File: src/rtl/pong_timer_pkg.sv
// pong_timer_pkg
// Shared definitions for the pong timebase blocks.
//   timer_state_e : IDLE / RUN / DONE encoding for shared-timer FSMs
//   CLK_HZ        : system clock frequency in Hz
//   DIV_1MS       : clock cycles per 1 ms tick at CLK_HZ
package pong_timer_pkg;

  typedef enum logic [1:0] {
    ST_IDLE = 2'd0,
    ST_RUN  = 2'd1,
    ST_DONE = 2'd2
  } timer_state_e;

  localparam int unsigned CLK_HZ  = 32'd100_000_000;
  localparam int unsigned DIV_1MS = CLK_HZ / 32'd1000;

endpackage

File: src/rtl/rr_arbiter.sv
// rr_arbiter
// Purely combinational round-robin picker. The search starts at the slot
// after `last` and wraps, so the most recent winner has the lowest priority.
// Ports:
//   req      in  N_REQ          active requests
//   last     in  $clog2(N_REQ)  index of the previous winner
//   pick     out N_REQ          one-hot winner, zero when no request
//   pick_idx out $clog2(N_REQ)  winner index, zero when no request
module rr_arbiter
  import pong_timer_pkg::*;
#(
  parameter int N_REQ = 4
) (
  input  logic [N_REQ-1:0]         req,
  input  logic [$clog2(N_REQ)-1:0] last,
  output logic [N_REQ-1:0]         pick,
  output logic [$clog2(N_REQ)-1:0] pick_idx
);

  localparam int IW = $clog2(N_REQ);

  logic [IW-1:0] idx;
  logic          found;

  // Walk last+1 .. last+N_REQ (mod N_REQ) and keep the first active request.
  always_comb begin
    pick     = '0;
    pick_idx = '0;
    found    = 1'b0;
    idx      = '0;
    for (int k = 1; k <= N_REQ; k++) begin
      idx = IW'((int'(last) + k) % N_REQ);
      if (!found && req[idx]) begin
        found     = 1'b1;
        pick[idx] = 1'b1;
        pick_idx  = idx;
      end else begin
        found = found;
      end
    end
  end

endmodule

File: src/rtl/ms_delay_arbiter.sv
// ms_delay_arbiter
// Shares one millisecond countdown timer among N_REQ requesters. A round-robin
// arbiter hands the timer to one requester at a time; the owner's delay is
// loaded at grant, counted in DIV-cycle ticks by a prescaler that restarts on
// every grant, and `done` pulses to the owner on expiry.
// Ports:
//   clk      in  1              system clock
//   rst_n    in  1              synchronous active-low reset
//   req      in  N_REQ          level requests
//   req_ms   in  N_REQ*CW       per-requester delay in ms, slice [i*CW +: CW]
//   gnt      out N_REQ          one-hot owner while the timer is held
//   owner    out $clog2(N_REQ)  index of the current or last owner
//   done     out N_REQ          one-cycle expiry pulse to the owner
//   busy     out 1              timer held (RUN or DONE)
//   tick_ms  out 1              one-cycle pulse per elapsed millisecond
module ms_delay_arbiter
  import pong_timer_pkg::*;
#(
  parameter int N_REQ = 4,
  parameter int DIV   = DIV_1MS,
  parameter int CW    = 16
) (
  input  logic                     clk,
  input  logic                     rst_n,
  input  logic [N_REQ-1:0]         req,
  input  logic [N_REQ*CW-1:0]      req_ms,
  output logic [N_REQ-1:0]         gnt,
  output logic [$clog2(N_REQ)-1:0] owner,
  output logic [N_REQ-1:0]         done,
  output logic                     busy,
  output logic                     tick_ms
);

  localparam int            IW       = $clog2(N_REQ);
  localparam int            PW       = $clog2(DIV);
  localparam logic [PW-1:0] PRE_LAST = PW'(DIV - 1);

  timer_state_e   state_q,   state_d;
  logic [N_REQ-1:0] gnt_q,   gnt_d;
  logic [IW-1:0]    owner_q, owner_d;
  logic [IW-1:0]    last_q,  last_d;
  logic [N_REQ-1:0] done_q,  done_d;
  logic             busy_q,  busy_d;
  logic             tick_q,  tick_d;
  logic [PW-1:0]    pre_q,   pre_d;
  logic [CW-1:0]    ms_left_q, ms_left_d;

  logic [N_REQ-1:0] pick_s;
  logic [IW-1:0]    pick_idx_s;

  rr_arbiter #(
    .N_REQ (N_REQ)
  ) u_rr_arbiter (
    .req      (req),
    .last     (last_q),
    .pick     (pick_s),
    .pick_idx (pick_idx_s)
  );

  // Next-state and next-output logic for the grant / count / expiry FSM.
  always_comb begin
    state_d   = state_q;
    gnt_d     = gnt_q;
    owner_d   = owner_q;
    last_d    = last_q;
    done_d    = '0;
    busy_d    = busy_q;
    tick_d    = 1'b0;
    pre_d     = pre_q;
    ms_left_d = ms_left_q;
    case (state_q)
      ST_IDLE: begin
        if (req != {N_REQ{1'b0}}) begin
          state_d   = ST_RUN;
          gnt_d     = pick_s;
          owner_d   = pick_idx_s;
          last_d    = pick_idx_s;
          ms_left_d = req_ms[pick_idx_s*CW +: CW];
          pre_d     = '0;
          busy_d    = 1'b1;
        end else begin
          gnt_d  = '0;
          busy_d = 1'b0;
        end
      end
      ST_RUN: begin
        if (!req[owner_q]) begin
          // Abandoned request: release without done, arbitration pointer kept.
          state_d = ST_IDLE;
          gnt_d   = '0;
          busy_d  = 1'b0;
          pre_d   = '0;
        end else if (ms_left_q == {CW{1'b0}}) begin
          // Zero-length delay spends its single RUN cycle here, so done
          // lands one cycle after gnt and no tick is produced.
          state_d         = ST_DONE;
          done_d[owner_q] = 1'b1;
        end else if (pre_q == PRE_LAST) begin
          pre_d  = '0;
          tick_d = 1'b1;
          if (ms_left_q == CW'(1)) begin
            state_d         = ST_DONE;
            done_d[owner_q] = 1'b1;
          end else begin
            ms_left_d = ms_left_q - CW'(1);
          end
        end else begin
          pre_d = pre_q + PW'(1);
        end
      end
      ST_DONE: begin
        // A req drop in this cycle is deliberately not examined.
        state_d = ST_IDLE;
        gnt_d   = '0;
        busy_d  = 1'b0;
        pre_d   = '0;
      end
      default: begin
        state_d = ST_IDLE;
        gnt_d   = '0;
        busy_d  = 1'b0;
        pre_d   = '0;
      end
    endcase
  end

  // State and output registers with synchronous active-low reset.
  always_ff @(posedge clk) begin
    if (!rst_n) begin
      state_q   <= ST_IDLE;
      gnt_q     <= '0;
      owner_q   <= '0;
      last_q    <= IW'(N_REQ - 1);
      done_q    <= '0;
      busy_q    <= 1'b0;
      tick_q    <= 1'b0;
      pre_q     <= '0;
      ms_left_q <= '0;
    end else begin
      state_q   <= state_d;
      gnt_q     <= gnt_d;
      owner_q   <= owner_d;
      last_q    <= last_d;
      done_q    <= done_d;
      busy_q    <= busy_d;
      tick_q    <= tick_d;
      pre_q     <= pre_d;
      ms_left_q <= ms_left_d;
    end
  end

  assign gnt     = gnt_q;
  assign owner   = owner_q;
  assign done    = done_q;
  assign busy    = busy_q;
  assign tick_ms = tick_q;

endmodule

File: config.mk
export PLATFORM = sky130hd
export DESIGN_NAME = ms_delay_arbiter
export DESIGN_NICKNAME = d
export VERILOG_FILES = /design/src/rtl/pong_timer_pkg.sv /design/src/rtl/rr_arbiter.sv /design/src/rtl/ms_delay_arbiter.sv
export SDC_FILE = /design/constraint.sdc
export NUM_CORES = 1
export LEC_CHECK = 0
export CAP_MARGIN = 20
export CORE_ASPECT_RATIO = 0.8
export CORE_MARGIN = 2
export CORE_UTILIZATION = 54
export DETAILED_ROUTE_END_ITERATION = 7
export MAX_ROUTING_LAYER = met4
export PLACE_DENSITY_LB_ADDON = 0.25
export SLEW_MARGIN = 20
export SYNTH_ARGS = -nofsm -noshare
export SYNTH_HDL_FRONTEND = slang
export SYNTH_SLANG_ARGS = --single-unit
File: constraint.sdc
create_clock -name clk -period 6.09 [get_ports clk]
set_input_delay 1.218 -clock clk [delete_from_list [all_inputs] [get_ports clk]]
set_output_delay 1.218 -clock clk [all_outputs]
set_load 0.02 [all_outputs]
==> results.md <==
- Startpoint types: input pin
- Critical Path AT: roughly 4.5 ns
- Share of layout cells above drive strength 1: roughly 4.0%
- DRC: 0
- Final Hold Viols: 0
- CTS Buf Count: 5
- Cell Rows: 25
- CTS sink cnt: 49
- Tightest Hold Check Type: reg2reg
- Area of the multi-input gates: roughly 0.0022 mm^2
- EDFF count, synth: 0
- Sw frac: about two fifths
- Design area: 0.004227 mm^2
- TritonCTS clock tree: done
- Slowest-stage cell, CP: and2_1
- DRT iter0 DRCs: about 230
- GP Congestion: 0.8822
- Worst vdd ir: 0.1943 mV
- Initial antenna violation count: 0
- Critical-path maximum fanout: 19
- DP HPWL: around 6300 um
- Unrepaired setup endpoints after global routing: no
- Crit Path Class: in2reg
- Placed cell area: between 0.004 and 0.005 mm^2
- Share of the clock period used by the worst path: between 70% and 80%
- Fillers: between 400 and 500
- Drt total wl: roughly 8400 um
- Vias in the first global route: between 3000 and 4000
- Area delta synth->final: 28.10%
- Worst-skew pair later-pin latency: about 0.30 ns
- H-tree depth: 2
- Reg clk slew, reported paths: approximately 0.1 ns
- Slowest stage delay, CP: a little over 0.8 ns
- Port Buffers: 81
- Chip Height: around 74 um
- Worst EP required: around 6.3 ns
- Post-synthesis instance total: 377
- Slew Limit Fails: 0
- Crit. End Element: flop
- Worst Max-Slew Pin Slew: between 1 and 1.5 ns
- Final setup viols: 0
- Global route total overflow: 0
- Vias: ~3200
- Total Neg Setup Slack: 0 ns
- Cell Chain, Critical Path: clkdlybuf4s50_1, or3b_1, a2111o_1, o211ai_1, and2_1, mux4_1, a22o_1
- Inst Count DP: ~520
- Initial Util: about 56%
- Die area: slightly below 0.007 mm^2
- Largest net degree at the start of global routing: 20
- Psw: a little under 0.6 mW
- Crit path max-delay family: simple AND/OR/NAND/NOR gates
- Rel. slew slack: 31.95%
- Combinational share of power: 50.9%
- Avg Cell Area, Syn: 8.752 um^2
- Register area: 980.9 um^2
- Max-cap violations: 0
- Period minus WS final: 4.303 ns
- Ports: around 80
- Die Wd: roughly 91 um
- Async SR Flop Fraction: 0%
- Worst path bufs/invs: 1
- Sequential group share of total power: roughly a third
- Max clock buf depth: 2
- Register area share after synthesis: just under 30%
- Global-route wire length before repair: ~14000 um
- Drt pass-1 iters: 6
- Post_cts resized: 0
- FF+latch count, synth: 49
- Hold_buf cts: 0
- Outcome: completed
- Clock power frac: between 15 and 20%
- Layout net count: about 530
- Ys Warns: 0
- Highest clock rate: around 230 MHz
- Pleak: 1.588 nW
- Worst clock skew: 0.008443 ns
- Non-Filler Instances: between 500 and 600
- Pwr/cell area: roughly 340 mW/mm^2
- Antenna Cells: 0
- Antenna Violating Nets Remaining: 0
- Synthesized area: roughly 0.0033 mm^2
- Root Buffer: clkbuf_8
- Syn_nets: approximately 460
- Setup bufs post-CTS: 0
- Core area: between 0.005 and 0.006 mm^2
- Gr usage total: a little over a quarter
- Post-synth top flop: dfxtp_1
- Power Internal: slightly above 0.8 mW
- Yosys cell types: 57
- Vias/cell: a little over 6
- Per-cell routed wire length: roughly 16 um
-- stage by stage --
step | utilization [%] | worst slack (ns) | total power, mW | hold WS [ns]
4_1_cts | 71.45 | 1.783 | 1.405 | 0.4648
3_5_place_dp | 69.57 | 1.458 | 1.170 | 0.4419
2_1_floorplan | - | 2.605 | 1.002 | 0.4576
3_3_place_gp | 69.57 | 1.567 | 1.145 | 0.4332
5_1_grt | 71.49 | 1.549 | 1.516 | 0.5022
6_report | 71.49 | 1.787 | 1.421 | 0.4588
-- routing by layer --
metal	global-route usage [%]	part of all wire (%)	vias up
met4	7.744	1.6	0
met2	46.73	50	151
met5	-	0	-
met3	5.538	6.8	16
met1	32.52	42	1479
li1	-	-	1567
-- logic make-up (layout without fill, tap and decap cells) --
logic type,Yosys count,after routing,synth area share [%]
mux,27,27,14.60
xor+xnor,14,14,3.716
simple gates,149,149,22.98
compound gates,100,100,20.06
flops,49,49,29.73
buf+inv,26,99,4.361
fa+ha+maj,12,12,4.551
-- cells in the mapped netlist, types with 3 or more instances --
library cell / n / area [um^2]
o21ai_0: 30 / 150.1
nor3_1: 10 / 50.05
a32o_1: 3 / 30.03
mux2i_1: 11 / 110.1
and3_1: 7 / 43.79
o31ai_1: 4 / 30.03
clkbuf_1: 10 / 37.54
a21oi_1: 19 / 95.09
dfxtp_1: 49 / 980.9
ha_1: 12 / 150.1
o211ai_1: 3 / 22.52
a211oi_1: 4 / 30.03
nand3_1: 8 / 40.04
xnor2_1: 3 / 26.28
nand2_1: 42 / 157.7
or3_1: 6 / 37.54
nand4_1: 9 / 56.30
nand2b_1: 3 / 18.77
mux4_1: 12 / 315.3
a22oi_1: 13 / 97.59
mux2_2: 3 / 33.78
nor2b_1: 3 / 18.77
nor2_1: 36 / 135.1
a22o_1: 8 / 70.07
nor4_1: 3 / 18.77
and2_1: 8 / 50.05
nor3b_1: 3 / 22.52
inv_1: 7 / 26.28
xor2_1: 11 / 96.34
buf_2: 5 / 25.02
-- sequential cells by signal (all words and copies together) (netlist names) --
register   cells
owner          2
tick_ms        1
state_q        2
last_q         2
done           4
gnt            4
pre_q         17
busy           1
ms_left_q     16
-- cell usage in the layout, fill, tap and decap left out, types with 2 or more instances in the layout --
cell type         n
a21oi_1          19
and3_1            7
o211ai_1          3
a32o_1            3
mux2_2            3
nor3_1           10
o21ai_0          30
xnor2_1           3
a211oi_1          4
and3b_1           2
xor2_1           11
nand2b_1          3
a22o_1            8
nor2_1           35
or3_1             6
clkdlybuf4s50_1  81
a311oi_1          2
and2_1            8
a22oi_1          13
nand3_1           8
ha_1             12
dfxtp_1          49
buf_4             2
nor2b_1           3
o31ai_1           4
nor4_1            3
or4_1             2
nand2_1          42
mux4_1           12
nor3b_1           3
mux2i_1          11
inv_1             7
clkbuf_8          5
nand4_1           9
o2bb2ai_1         2
-- power by group through the flow --
stage                     sequential [mW]  combinational [mW]  clock (mW)
final                               0.460               0.723       0.238
after global routing                0.472               0.790       0.254
after CTS                           0.459               0.707       0.238
after detailed placement            0.466               0.705           0
after global placement              0.465               0.680           0
after floorplan                     0.455               0.547           0
-- worst paths after layout --
check | startpoint | to | slack (ns) | depth (start not counted)
worst min register to register | busy$_SDFFE_PN0P_ | busy$_SDFFE_PN0P_ | 0.46 | 1
worst max register to register | last_q[0]$_SDFFE_PN1P_ | ms_left_q[7]$_SDFFE_PN0P_ | 2.55 | 7
worst max-delay path | req[2] | ms_left_q[7]$_SDFFE_PN0P_ | 1.79 | 7
worst min-delay path | busy$_SDFFE_PN0P_ | busy$_SDFFE_PN0P_ | 0.46 | 1
-- cell type report --
cell class | count | area share [%]
Clock buffer | 6 | 1.717
Clock inverter | 2 | 0.9177
Inverter | 8 | 0.7105
Multi-Input combinational cell | 302 | 51.51
Sequential cell | 49 | 23.21
Tap cell | 81 | 2.398
Timing Repair Buffer | 83 | 19.54
Power figures use the tool's default switching activity.
